<file path="config.mk">
export PLATFORM = sky130hd
export DESIGN_NAME = pipeline_hazard_controller
export DESIGN_NICKNAME = d
export VERILOG_FILES = /design/src/rtl/pipe_ctrl_pkg.sv /design/src/rtl/load_use_detect.sv /design/src/rtl/pipeline_hazard_controller.sv
export SDC_FILE = /design/constraint.sdc
export NUM_CORES = 1
export LEC_CHECK = 0
export BUFFER_PORTS_ARGS = -buffer_cell sky130_fd_sc_hd__buf_2
export CAP_MARGIN = 40
export CORE_MARGIN = 1.5
export CORE_UTILIZATION = 40
export CTS_BUF_LIST = sky130_fd_sc_hd__clkbuf_16
export DETAILED_ROUTE_END_ITERATION = 8
export HOLD_SLACK_MARGIN = 0.03
export PLACE_DENSITY = 0.71
export SLEW_MARGIN = 20
export SYNTH_ARGS = -nofsm -noshare
export SYNTH_HDL_FRONTEND = slang
export SYNTH_SLANG_ARGS = --single-unit
</file>
<file path="constraint.sdc">
create_clock -name clk_i -period 2.7 [get_ports clk_i]
set_input_delay 0.135 -clock clk_i [delete_from_list [all_inputs] [get_ports clk_i]]
set_output_delay 0.135 -clock clk_i [all_outputs]
set_load 0.01 [all_outputs]
</file>
<file path="src/rtl/pipe_ctrl_pkg.sv">
// Shared types and constants for the pipeline stall/flush sequencer.
//   state_e         : sequencer state (normal flow / MUL occupying EX)
//   mul_cnt_t       : width of the MUL occupancy down-counter
//   MUL_LAT_DEFAULT : default total EX-stage cycles for a MUL
//   REG_ADDR_W      : architectural register address width
package pipe_ctrl_pkg;

    localparam int unsigned MUL_LAT_DEFAULT = 4;
    localparam int unsigned REG_ADDR_W      = 5;
    localparam int unsigned MUL_CNT_W       = 4;

    typedef logic [MUL_CNT_W-1:0] mul_cnt_t;

    typedef enum logic {
        S_RUN,
        S_MUL
    } state_e;

endpackage

</file>
<file path="src/rtl/load_use_detect.sv">
// Load-use hazard compare: the load in EX writes a register that the
// instruction in ID reads. Purely combinational.
//   mem_read_i   : instruction in EX is a load
//   ex_rt_i      : load destination register
//   id_rs_i      : rs of the instruction in ID (always a source)
//   id_rt_i      : rt of the instruction in ID
//   id_uses_rt_i : ID instruction reads rt as a source
//   load_use_o   : hazard present
module load_use_detect
    import pipe_ctrl_pkg::*;
(
    input  logic                  mem_read_i,
    input  logic [REG_ADDR_W-1:0] ex_rt_i,
    input  logic [REG_ADDR_W-1:0] id_rs_i,
    input  logic [REG_ADDR_W-1:0] id_rt_i,
    input  logic                  id_uses_rt_i,
    output logic                  load_use_o
);

    logic rs_match;
    logic rt_match;

    assign rs_match = (ex_rt_i == id_rs_i);
    assign rt_match = id_uses_rt_i && (ex_rt_i == id_rt_i);

    // $zero is never a real dependency.
    assign load_use_o = mem_read_i && (ex_rt_i != '0) && (rs_match || rt_match);

endmodule

</file>
<file path="src/rtl/pipeline_hazard_controller.sv">
// Central stall/flush sequencer for the 5-stage pipeline (ID/EX region).
// Handles load-use bubbles, multi-cycle MUL occupancy of EX and taken-branch
// flush of IF/ID, and keeps saturating stall/flush cycle counters.
//   clk_i, rst_i       : clock, synchronous active-high reset
//   ID_*_i             : source regs / rt usage / branch outcome of ID instr
//   EX_*_i             : load info and MUL start pulse of EX instr
//   PC_write_o ..      : combinational pipeline enables, bubbles and flush
//   mul_done_o         : MUL result valid in EX this cycle
//   stall_cycles_o     : registered count of stall cycles (saturating)
//   flush_cycles_o     : registered count of flush cycles (saturating)
module pipeline_hazard_controller
    import pipe_ctrl_pkg::*;
#(
    parameter int unsigned MUL_LAT = MUL_LAT_DEFAULT,  // legal range 2..16
    parameter int unsigned CNT_W   = 32
) (
    input  logic                  clk_i,
    input  logic                  rst_i,
    input  logic [REG_ADDR_W-1:0] ID_RSaddr_i,
    input  logic [REG_ADDR_W-1:0] ID_RTaddr_i,
    input  logic                  ID_UsesRT_i,
    input  logic                  ID_BranchTaken_i,
    input  logic                  EX_MemRead_i,
    input  logic [REG_ADDR_W-1:0] EX_RTaddr_i,
    input  logic                  EX_MulStart_i,
    output logic                  PC_write_o,
    output logic                  IFID_write_o,
    output logic                  IFID_flush_o,
    output logic                  IDEX_write_o,
    output logic                  IDEX_bubble_o,
    output logic                  EXMEM_bubble_o,
    output logic                  mul_done_o,
    output logic [CNT_W-1:0]      stall_cycles_o,
    output logic [CNT_W-1:0]      flush_cycles_o
);

    // The start cycle and the done cycle are not counted by cnt, hence -2.
    localparam mul_cnt_t MulCntInit = mul_cnt_t'(MUL_LAT - 2);

    state_e           state_q;
    mul_cnt_t         cnt_q;
    logic [CNT_W-1:0] stall_q;
    logic [CNT_W-1:0] flush_q;

    logic load_use;
    logic mul_stall;
    logic mul_last;
    logic stall_event;

    load_use_detect u_load_use_detect (
        .mem_read_i   (EX_MemRead_i),
        .ex_rt_i      (EX_RTaddr_i),
        .id_rs_i      (ID_RSaddr_i),
        .id_rt_i      (ID_RTaddr_i),
        .id_uses_rt_i (ID_UsesRT_i),
        .load_use_o   (load_use)
    );

    assign mul_stall = ((state_q == S_RUN) && EX_MulStart_i) ||
                       ((state_q == S_MUL) && (cnt_q != '0));
    assign mul_last  = (state_q == S_MUL) && (cnt_q == '0);

    // Priority: reset > mul_stall > load_use > flush.
    always_comb begin
        PC_write_o     = 1'b1;
        IFID_write_o   = 1'b1;
        IDEX_write_o   = 1'b1;
        IDEX_bubble_o  = 1'b0;
        EXMEM_bubble_o = 1'b0;
        IFID_flush_o   = 1'b0;
        mul_done_o     = 1'b0;
        if (rst_i) begin
            PC_write_o     = 1'b0;
            IFID_write_o   = 1'b0;
            IDEX_write_o   = 1'b0;
            IDEX_bubble_o  = 1'b1;
            EXMEM_bubble_o = 1'b1;
        end else if (mul_stall) begin
            // Freeze the front end; EX/MEM receives bubbles while MUL holds EX.
            PC_write_o     = 1'b0;
            IFID_write_o   = 1'b0;
            IDEX_write_o   = 1'b0;
            EXMEM_bubble_o = 1'b1;
        end else begin
            mul_done_o = mul_last;
            if (load_use) begin
                // ID/EX still clocks in, but with zeroed control.
                PC_write_o    = 1'b0;
                IFID_write_o  = 1'b0;
                IDEX_bubble_o = 1'b1;
            end else begin
                IFID_flush_o = ID_BranchTaken_i;
            end
        end
    end

    assign stall_event = !rst_i && (mul_stall || load_use);

    always_ff @(posedge clk_i) begin
        if (rst_i) begin
            state_q <= S_RUN;
            cnt_q   <= '0;
            stall_q <= '0;
            flush_q <= '0;
        end else begin
            unique case (state_q)
                S_RUN: begin
                    if (EX_MulStart_i) begin
                        state_q <= S_MUL;
                        cnt_q   <= MulCntInit;
                    end
                end
                S_MUL: begin
                    // A new MulStart here is ignored: EX is still occupied.
                    if (cnt_q != '0) begin
                        cnt_q <= cnt_q - mul_cnt_t'(1);
                    end else begin
                        state_q <= S_RUN;
                    end
                end
                default: begin
                    state_q <= S_RUN;
                    cnt_q   <= '0;
                end
            endcase

            if (stall_event && (stall_q != '1)) begin
                stall_q <= stall_q + CNT_W'(1);
            end
            if (IFID_flush_o && (flush_q != '1)) begin
                flush_q <= flush_q + CNT_W'(1);
            end
        end
    end

    assign stall_cycles_o = stall_q;
    assign flush_cycles_o = flush_q;

endmodule

</file>
==> results.sh, run 1 <==
export IMPL_synth_seq_cells=69
export IMPL_yosysWarnings=0
export IMPL_fin_ws_ps=285
export IMPL_worst_slew_pin_slew_ps=559
export IMPL_clkPwrFrac=0.487
export IMPL_most_common_layout_cells="buf_2, dfxtp_1, a21oi_1"
export IMPL_synth_top_cell_by_area="dfxtp_1"
export IMPL_hold_viol=0
export IMPL_ant_nets=0
export IMPL_synth_ff_type="dfxtp_1"
export IMPL_routed_wl_um=9730
export IMPL_hold_buffers=0
export IMPL_synth_edf_count=0
export IMPL_synth_area_mux_share=0.0357
export IMPL_track_usage=0.203
export IMPL_diodes=0
export IMPL_core_um2=8760
export IMPL_clock_sinks=69
export IMPL_seqPwrFrac=0.435
export IMPL_status="complete, no violations"
export IMPL_synth_compound_area_frac=0.190
export IMPL_drc=0
export IMPL_die_x_um=98.4
export IMPL_clock_skew_ps=9.64
export IMPL_p_sw_frac=0.245
export IMPL_hold_class="primary input to flop"
export IMPL_ys_seq_area_frac=0.379
export IMPL_nFillCells=878
export IMPL_slew_headroom=0.627
export IMPL_synth_top_area_share=0.379
export IMPL_cts_buffers_inserted=9
export IMPL_cts_path_max_buffers=2
export IMPL_clk_insertion_delay_late_ps=330
export IMPL_gp_congestion=0.787
export IMPL_grt_max_degree=58
export IMPL_yosys_area_share_adder=0.0103
export IMPL_synth_avg_cell_area_um2=8.10
export IMPL_power_leakage_nw=1.72
export IMPL_tns_ps=0
export IMPL_synth_xor_area_frac=0.0288
export IMPL_post_route_period_util=0.894
export IMPL_syn_inst=450
export IMPL_nets=562
export IMPL_pre_cts_slack_ps=237
export IMPL_final_util=0.517
export IMPL_netlist_cell_type_count=43
export IMPL_dieHeight_um=98.4
export IMPL_start_util=0.416
export IMPL_cts_root_buf="clkbuf_16"
export IMPL_placementRows=34
export IMPL_dp_cells=635
export IMPL_fin_cells=651
export IMPL_dp_hpwl_um=6830
export IMPL_syn_num_nets=474
export IMPL_firstDrtPassIters=5
export IMPL_wl_per_cell_um=14.9
export IMPL_clkTransAtPathRegs_ps=60
export IMPL_fmax_ghz=0.414
export IMPL_dieArea_um2=9690
export IMPL_slew_violations=0
export IMPL_portBuffers=91
export IMPL_cp_required_ps=2910
export IMPL_layout_min_cycle_time_ps=2420
export IMPL_synth_top_family_by_area="simple AND/OR/NAND/NOR gates"
export IMPL_cts_tree="done"
export IMPL_antenna_found_initial=0
export IMPL_grt_pass1_vias=3605
export IMPL_crit_fanout=57
export IMPL_critPathArrivalTime_ps=2630
export IMPL_synth_simple_area_share=0.314
export IMPL_maxCapViolations=0
export IMPL_overflow=0
export IMPL_grt_first_pass_wirelength_um=16500
export IMPL_vias=3816
export IMPL_async_reset_ff_frac=0
export IMPL_drt_iter0_drc=148
export IMPL_pwr_share_comb=0.079
export IMPL_powerDensity_nw_per_um2=531
export IMPL_worst_setup_path_type="flop to flop"
export IMPL_endpoint_kind="flop"
export IMPL_vias_per_cell=5.86
export IMPL_post_cts_resized=0
export IMPL_post_cts_buffers=0
export IMPL_ir_drop_uv=428
export IMPL_num_io_pins=92
export IMPL_startpoint_type="flop"
export IMPL_rsz0062_at_grt="false"
export IMPL_netSwitchingPower_uw=590
export IMPL_setup_viol=0
export IMPL_syn_area_um2=3640
export IMPL_area_growth_pct=24.2
export IMPL_drive_above_1_share=0.243
export IMPL_intPower_mw=1.82
export IMPL_final_common_cell="buf_2"
export IMPL_htreeDepth=3
export IMPL_synth_area_leaders="dfxtp_1, a21oi_1, or3_1, nand3_1, nand2_1"
## sequential cells by signal, indices dropped and copies added, names as in the netlist
signal,count
cnt_q,4
flush_cycles_o,32
stall_cycles_o,32
state_q,1
## area by class of cell
type / count / area, um2 / area share
repair buffers: 103 / 558 / 0.123
inverters: 11 / 41.3 / 0.00912
clock inverters: 7 / 73.8 / 0.0163
well taps: 108 / 135 / 0.0299
flip-flops and latches: 69 / 1380 / 0.305
clock buffers: 9 / 225 / 0.0498
multi-input cells: 344 / 2110 / 0.467
## synthesized netlist by cell type, drive strengths merged (11+ instances only)
| cell type | n |
|---|---|
| clkbuf | 17 |
| o31ai | 13 |
| or4 | 16 |
| nor2 | 25 |
| o21ai | 28 |
| or3 | 29 |
| nor4 | 12 |
| nand2 | 37 |
| inv | 11 |
| xnor2 | 11 |
| nand4 | 23 |
| dfxtp | 69 |
| nand3 | 31 |
| a21oi | 42 |
## power by group through the flow
stage          Clock, mW  Sequential [mW]  Combinational (mW)
2_1_floorplan          0             1.06               0.127
3_3_place_gp           0             1.07               0.180
3_5_place_dp           0             1.07               0.186
4_1_cts             1.19             1.04               0.188
5_1_grt             1.23             1.05               0.211
6_report            1.17             1.05               0.189
## critical path, stage by stage (launching register included)
cell      delay [ps]
dfxtp_1          330
inv_1             90
ha_1             200
nand3b_1         140
o22a_1           250
nor2_1           170
o211ai_1         180
buf_12           220
nor4_1           320
mux2_2           370
## metal layers
layer / GRT usage / part of all wire / vias up
li1: - / - / 1889
met1: 0.255 / 0.43 / 1785
met2: 0.349 / 0.49 / 125
met3: 0.0291 / 0.055 / 17
met4: 0.0856 / 0.017 / 0
met5: 0 / 0 / -
## final timing paths
kind	slack (ps)	to	start	cells past startpoint
max	280	flush_cycles_o[9]	cnt_q[0]	9
max reg2reg	280	flush_cycles_o[9]	cnt_q[0]	9
min reg2reg	490	cnt_q[0]	cnt_q[0]	2
min	150	cnt_q[3]	EX_MulStart_i	3
## through the flow
stage	hold WS, ps	total power, mW	area (um2)
floorplan	306	1.19	3640
global placement	463	1.25	4220
detailed placement	473	1.25	4220
CTS	128	2.43	4520
global route	189	2.49	4530
finish	149	2.41	4530
## logic make-up (layout without fill, tap and decap cells)
logic type / Yosys count / after routing
flip-flops: 69 / 69
AND/OR/NAND/NOR: 205 / 205
XOR/XNOR: 12 / 12
adder cells (fa/ha/maj): 3 / 3
buffers and inverters: 37 / 130
AO/OA/AOI/OAI: 112 / 112
multiplexers: 12 / 12
(Power assumes the default switching activity.)
==> inputs of run 2 (changes only) <==
- CTS_BUF_LIST: sky130_fd_sc_hd__clkbuf_16 -> sky130_fd_sc_hd__clkbuf_8
==> results.sh, run 2 (synthesis results as in run 1) <==
export IMPL_status="complete, no violations"
export IMPL_worst_slew_pin_slew_ps=557
export IMPL_clock_skew_ps=13.5
export IMPL_clock_sinks=69
export IMPL_powerDensity_nw_per_um2=476
export IMPL_reg2reg_depth=9
export IMPL_hold_viol=0
export IMPL_diodes=0
export IMPL_gp_congestion=0.787
export IMPL_regToRegStartpoint="cnt_q[0]"
export IMPL_grt_pass1_vias=3598
export IMPL_fmax_ghz=0.415
export IMPL_wl_met2_um=4750
export IMPL_cp_required_ps=2920
export IMPL_min_from="EX_MulStart_i"
export IMPL_cts_buffers_inserted=9
export IMPL_num_io_pins=92
export IMPL_cts_tree="done"
export IMPL_clk_insertion_delay_late_ps=340
export IMPL_cts_root_buf="clkbuf_8"
export IMPL_grt_first_pass_wirelength_um=16300
export IMPL_ant_nets=0
export IMPL_layout_min_cycle_time_ps=2410
export IMPL_antenna_found_initial=0
export IMPL_drive_above_1_share=0.245
export IMPL_dieArea_um2=9690
export IMPL_clkTransAtPathRegs_ps=80
export IMPL_whs_path_depth=3
export IMPL_r2r_slack_ps=290
export IMPL_worst_setup_path_type="flop to flop"
export IMPL_firstDrtPassIters=4
export IMPL_drt_iter0_drc=142
export IMPL_core_um2=8760
export IMPL_startpoint_type="flop"
export IMPL_area_growth_pct=21.7
export IMPL_ir_drop_uv=338
export IMPL_route_met3_wl_um=537
export IMPL_routed_wl_um=9610
export IMPL_htreeDepth=3
export IMPL_final_common_cell="buf_2"
export IMPL_overflow=0
export IMPL_post_route_period_util=0.892
export IMPL_power_leakage_nw=1.68
export IMPL_placementRows=34
export IMPL_vias_per_cell=5.83
export IMPL_dieHeight_um=98.4
export IMPL_drc=0
export IMPL_most_common_layout_cells="buf_2, dfxtp_1, a21oi_1"
export IMPL_topRoutingLayerUsed="met4"
export IMPL_critPathArrivalTime_ps=2630
export IMPL_vias=3793
export IMPL_rsz0062_at_grt="false"
export IMPL_slew_violations=0
export IMPL_worstHoldEndpoint="cnt_q[3]"
export IMPL_endpoint_kind="flop"
export IMPL_drt_met1_wl_um=4180
export IMPL_maxCapViolations=0
export IMPL_slew_headroom=0.628
export IMPL_nets=562
export IMPL_crit_fanout=57
export IMPL_tns_ps=0
export IMPL_setup_viol=0
export IMPL_start_util=0.416
export IMPL_dp_hpwl_um=6830
export IMPL_die_x_um=98.4
export IMPL_grt_max_degree=58
export IMPL_track_usage=0.202
export IMPL_r2r_end="flush_cycles_o[29]"
export IMPL_portBuffers=91
export IMPL_wl_per_cell_um=14.8
export IMPL_dp_cells=635
export IMPL_cts_path_max_buffers=2
export IMPL_fin_cells=651
export IMPL_hold_class="primary input to flop"
export IMPL_post_cts_buffers=0
==> run 2: cell types whose count changed in the layout (fill, tap and decap cells not counted) <==
| cell | change |
|---|---|
| clkbuf_16 | -9 |
| clkinv_1 | -1 |
| clkbuf_8 | +10 |
==> run 2: report_power, final <==
group	leakage (nW)	switching [mW]	total [mW]	internal (mW)
clock	0.0951	0.423	0.879	0.457
sequential	0.557	0.0153	1.04	1.03
combinational	1.03	0.119	0.189	0.0696
total	1.68	0.557	2.11	1.55
==> run 2: area by class of cell <==
cell class              count  area (um2)
clock buffers              10         138
well taps                 108         135
multi-input cells         344        2110
repair buffers            103         558
flip-flops and latches     69        1380
fillers                   888        4330
inverters                  11        41.3
clock inverters             6        70.1
==> run 2: per-layer routing <==
layer	vias to the layer above	GRT usage
li1	1880	-
met1	1784	0.253
met2	117	0.342
met3	12	0.0433
met4	0	0.0715
met5	-	0
==> run 2: timing repair <==
item,4_1_cts,5_1_grt
endpoints found under the setup margin,0,3
hold buffers,0,0
resized for setup,0,1
==> run 2: through the flow <==
step	power [mW]	hold WS [ps]	setup WS (ps)	area (um2)	utilization
2_1_floorplan	1.19	306	443	3640	-
3_3_place_gp	1.25	463	401	4220	0.482
3_5_place_dp	1.25	473	237	4220	0.482
4_1_cts	2.13	108	206	4430	0.505
5_1_grt	2.20	157	39.6	4440	0.506
6_report	2.11	137	290	4440	0.506
==> run 2: how the worst max path moves through the flow <==
stage | cells past startpoint | to | slack (ps) | startpoint
floorplan | 8 | stall_cycles_o[30] | 440 | stall_cycles_o[0]
global placement | 9 | stall_cycles_o[23] | 400 | cnt_q[0]
detailed placement | 9 | stall_cycles_o[23] | 240 | cnt_q[0]
CTS | 9 | stall_cycles_o[23] | 210 | cnt_q[0]
global route | 9 | flush_cycles_o[9] | 40 | cnt_q[0]
finish | 9 | flush_cycles_o[29] | 290 | cnt_q[0]
==> run 2: worst max-delay path, stage by stage (launching register included) <==
cell	delay (ps)
dfxtp_1	330
inv_1	90
ha_1	200
nand3b_1	140
o22a_1	250
nor2_1	170
o211ai_1	180
buf_12	230
nor4_1	320
mux2_2	370
==> inputs of run 3 (changes only) <==
- BUFFER_PORTS_ARGS: -buffer_cell sky130_fd_sc_hd__buf_2 -> unset
- DONT_BUFFER_PORTS: unset -> 1
- PLACE_DENSITY: 0.71 -> 0.62
==> results.sh, run 3 (synthesis results as in run 1) <==
export IMPL_status="complete, no violations"
export IMPL_gp_congestion=0.787
export IMPL_clkTransAtPathRegs_ps=80
export IMPL_post_route_period_util=0.896
export IMPL_crit_fanout=8
export IMPL_r2r_end="stall_cycles_o[30]"
export IMPL_hold_viol=0
export IMPL_grt_max_degree=58
export IMPL_vias_per_cell=6.07
export IMPL_track_usage=0.199
export IMPL_drive_above_1_share=0.0978
export IMPL_antenna_found_initial=0
export IMPL_path_common_cell="or4_1"
export IMPL_grt_pass1_vias=3286
export IMPL_firstDrtPassIters=4
export IMPL_rsz0062_at_grt="false"
export IMPL_cp_top_family="simple AND/OR/NAND/NOR gates"
export IMPL_die_x_um=98.4
export IMPL_cts_tree="done"
export IMPL_critPathArrivalTime_ps=2690
export IMPL_worstHoldEndpoint="stall_cycles_o[23]"
export IMPL_setup_viol=0
export IMPL_clock_sinks=69
export IMPL_clock_skew_ps=13.1
export IMPL_most_common_layout_cells="dfxtp_1, a21oi_1, nand2_1"
export IMPL_drc=0
export IMPL_startpoint_type="flop"
export IMPL_worst_slew_pin_slew_ps=601
export IMPL_power_leakage_nw=1.26
export IMPL_reg2reg_depth=6
export IMPL_nets=479
export IMPL_powerDensity_nw_per_um2=506
export IMPL_worst_setup_path_type="flop to flop"
export IMPL_grt_first_pass_wirelength_um=15800
export IMPL_dieArea_um2=9690
export IMPL_crit_chain="ha_1 > nand2_1 > or2_1 > or4_1 > or4_1 > a21oi_1"
export IMPL_slew_headroom=0.599
export IMPL_dp_hpwl_um=6440
export IMPL_cts_path_max_buffers=2
export IMPL_tns_ps=0
export IMPL_wl_per_cell_um=16.8
export IMPL_crit_path_max_incr_delay_ps=610
export IMPL_placementRows=34
export IMPL_clk_insertion_delay_late_ps=340
export IMPL_ir_drop_uv=257
export IMPL_whs_path_depth=2
export IMPL_layout_min_cycle_time_ps=2420
export IMPL_overflow=0
export IMPL_vias=3446
export IMPL_area_growth_pct=10.6
export IMPL_slowest_stage="or4_1"
export IMPL_cts_root_buf="clkbuf_8"
export IMPL_core_um2=8760
export IMPL_dieHeight_um=98.4
export IMPL_fmax_ghz=0.413
export IMPL_cp_required_ps=2970
export IMPL_drt_iter0_drc=161
export IMPL_htreeDepth=3
export IMPL_post_cts_resized=0
export IMPL_cts_buffers_inserted=9
export IMPL_portBuffers=0
export IMPL_regToRegStartpoint="stall_cycles_o[0]"
export IMPL_final_common_cell="dfxtp_1"
export IMPL_min_from="rst_i"
export IMPL_endpoint_kind="flop"
export IMPL_crit_buf_inv=0
export IMPL_start_util=0.416
export IMPL_hold_class="primary input to flop"
export IMPL_routed_wl_um=9520
export IMPL_slew_violations=0
export IMPL_fin_ws_ps=280
export IMPL_ant_nets=0
export IMPL_num_io_pins=92
export IMPL_diodes=0
export IMPL_maxCapViolations=0
export IMPL_pre_cts_slack_ps=334
export IMPL_r2r_slack_ps=280
## run 3: worst max-delay path by stage
stage / start / to / slack (ps) / depth (start not counted)
floorplan: stall_cycles_o[0] / stall_cycles_o[30] / 440 / 8
global placement: stall_cycles_o[0] / stall_cycles_o[30] / 370 / 6
finish: stall_cycles_o[0] / stall_cycles_o[30] / 280 / 6
CTS: stall_cycles_o[0] / stall_cycles_o[30] / 300 / 6
detailed placement: cnt_q[0] / flush_cycles_o[29] / 330 / 9
global route: cnt_q[0] / IFID_flush_o / 110 / 9
## run 3: area by class of cell
cell class | count | area [um2]
inverters | 11 | 41.3
fillers | 882 | 4730
multi-input cells | 344 | 2110
repair buffers | 20 | 175
clock inverters | 6 | 55.1
flip-flops and latches | 69 | 1380
clock buffers | 10 | 138
well taps | 108 | 135
## run 3: where the power goes
part           switching (mW)  internal [mW]  leakage (nW)
Clock                   0.386          0.442         0.105
Sequential             0.0170           1.03         0.557
Combinational           0.105         0.0598         0.599
## run 3: metal layers
metal	share of wire	wire length [um]	track usage
met4	0.0091	87	0.0726
met1	0.44	4190	0.252
met2	0.50	4730	0.331
met3	0.053	503	0.0468
met5	0	0	0
## run 3: timing repair
item | in CTS | in global routing
hold buffers | 3 | 0
setup buffers | 0 | 0
endpoints found under the hold margin | 56 | 0
## run 3: metrics by stage
stage / util / std cells / total power, mW / hold slack (ps) / area (um2)
final: 0.460 / 568 / 2.04 / 53.4 / 4030
after global routing: 0.460 / 568 / 2.13 / 58.4 / 4030
after CTS: 0.460 / 568 / 2.07 / 37.3 / 4030
after detailed placement: 0.433 / 549 / 1.21 / 210 / 3790
after global placement: 0.433 / 549 / 1.21 / 209 / 3790
after floorplan: - / 450 / 1.19 / 306 / 3640
## run 3: worst register-to-register path, cell delays in order, from the launching register on
cell,delay [ps]
dfxtp_1,440
ha_1,240
nand2_1,130
or2_1,350
or4_1,610
or4_1,440
a21oi_1,150
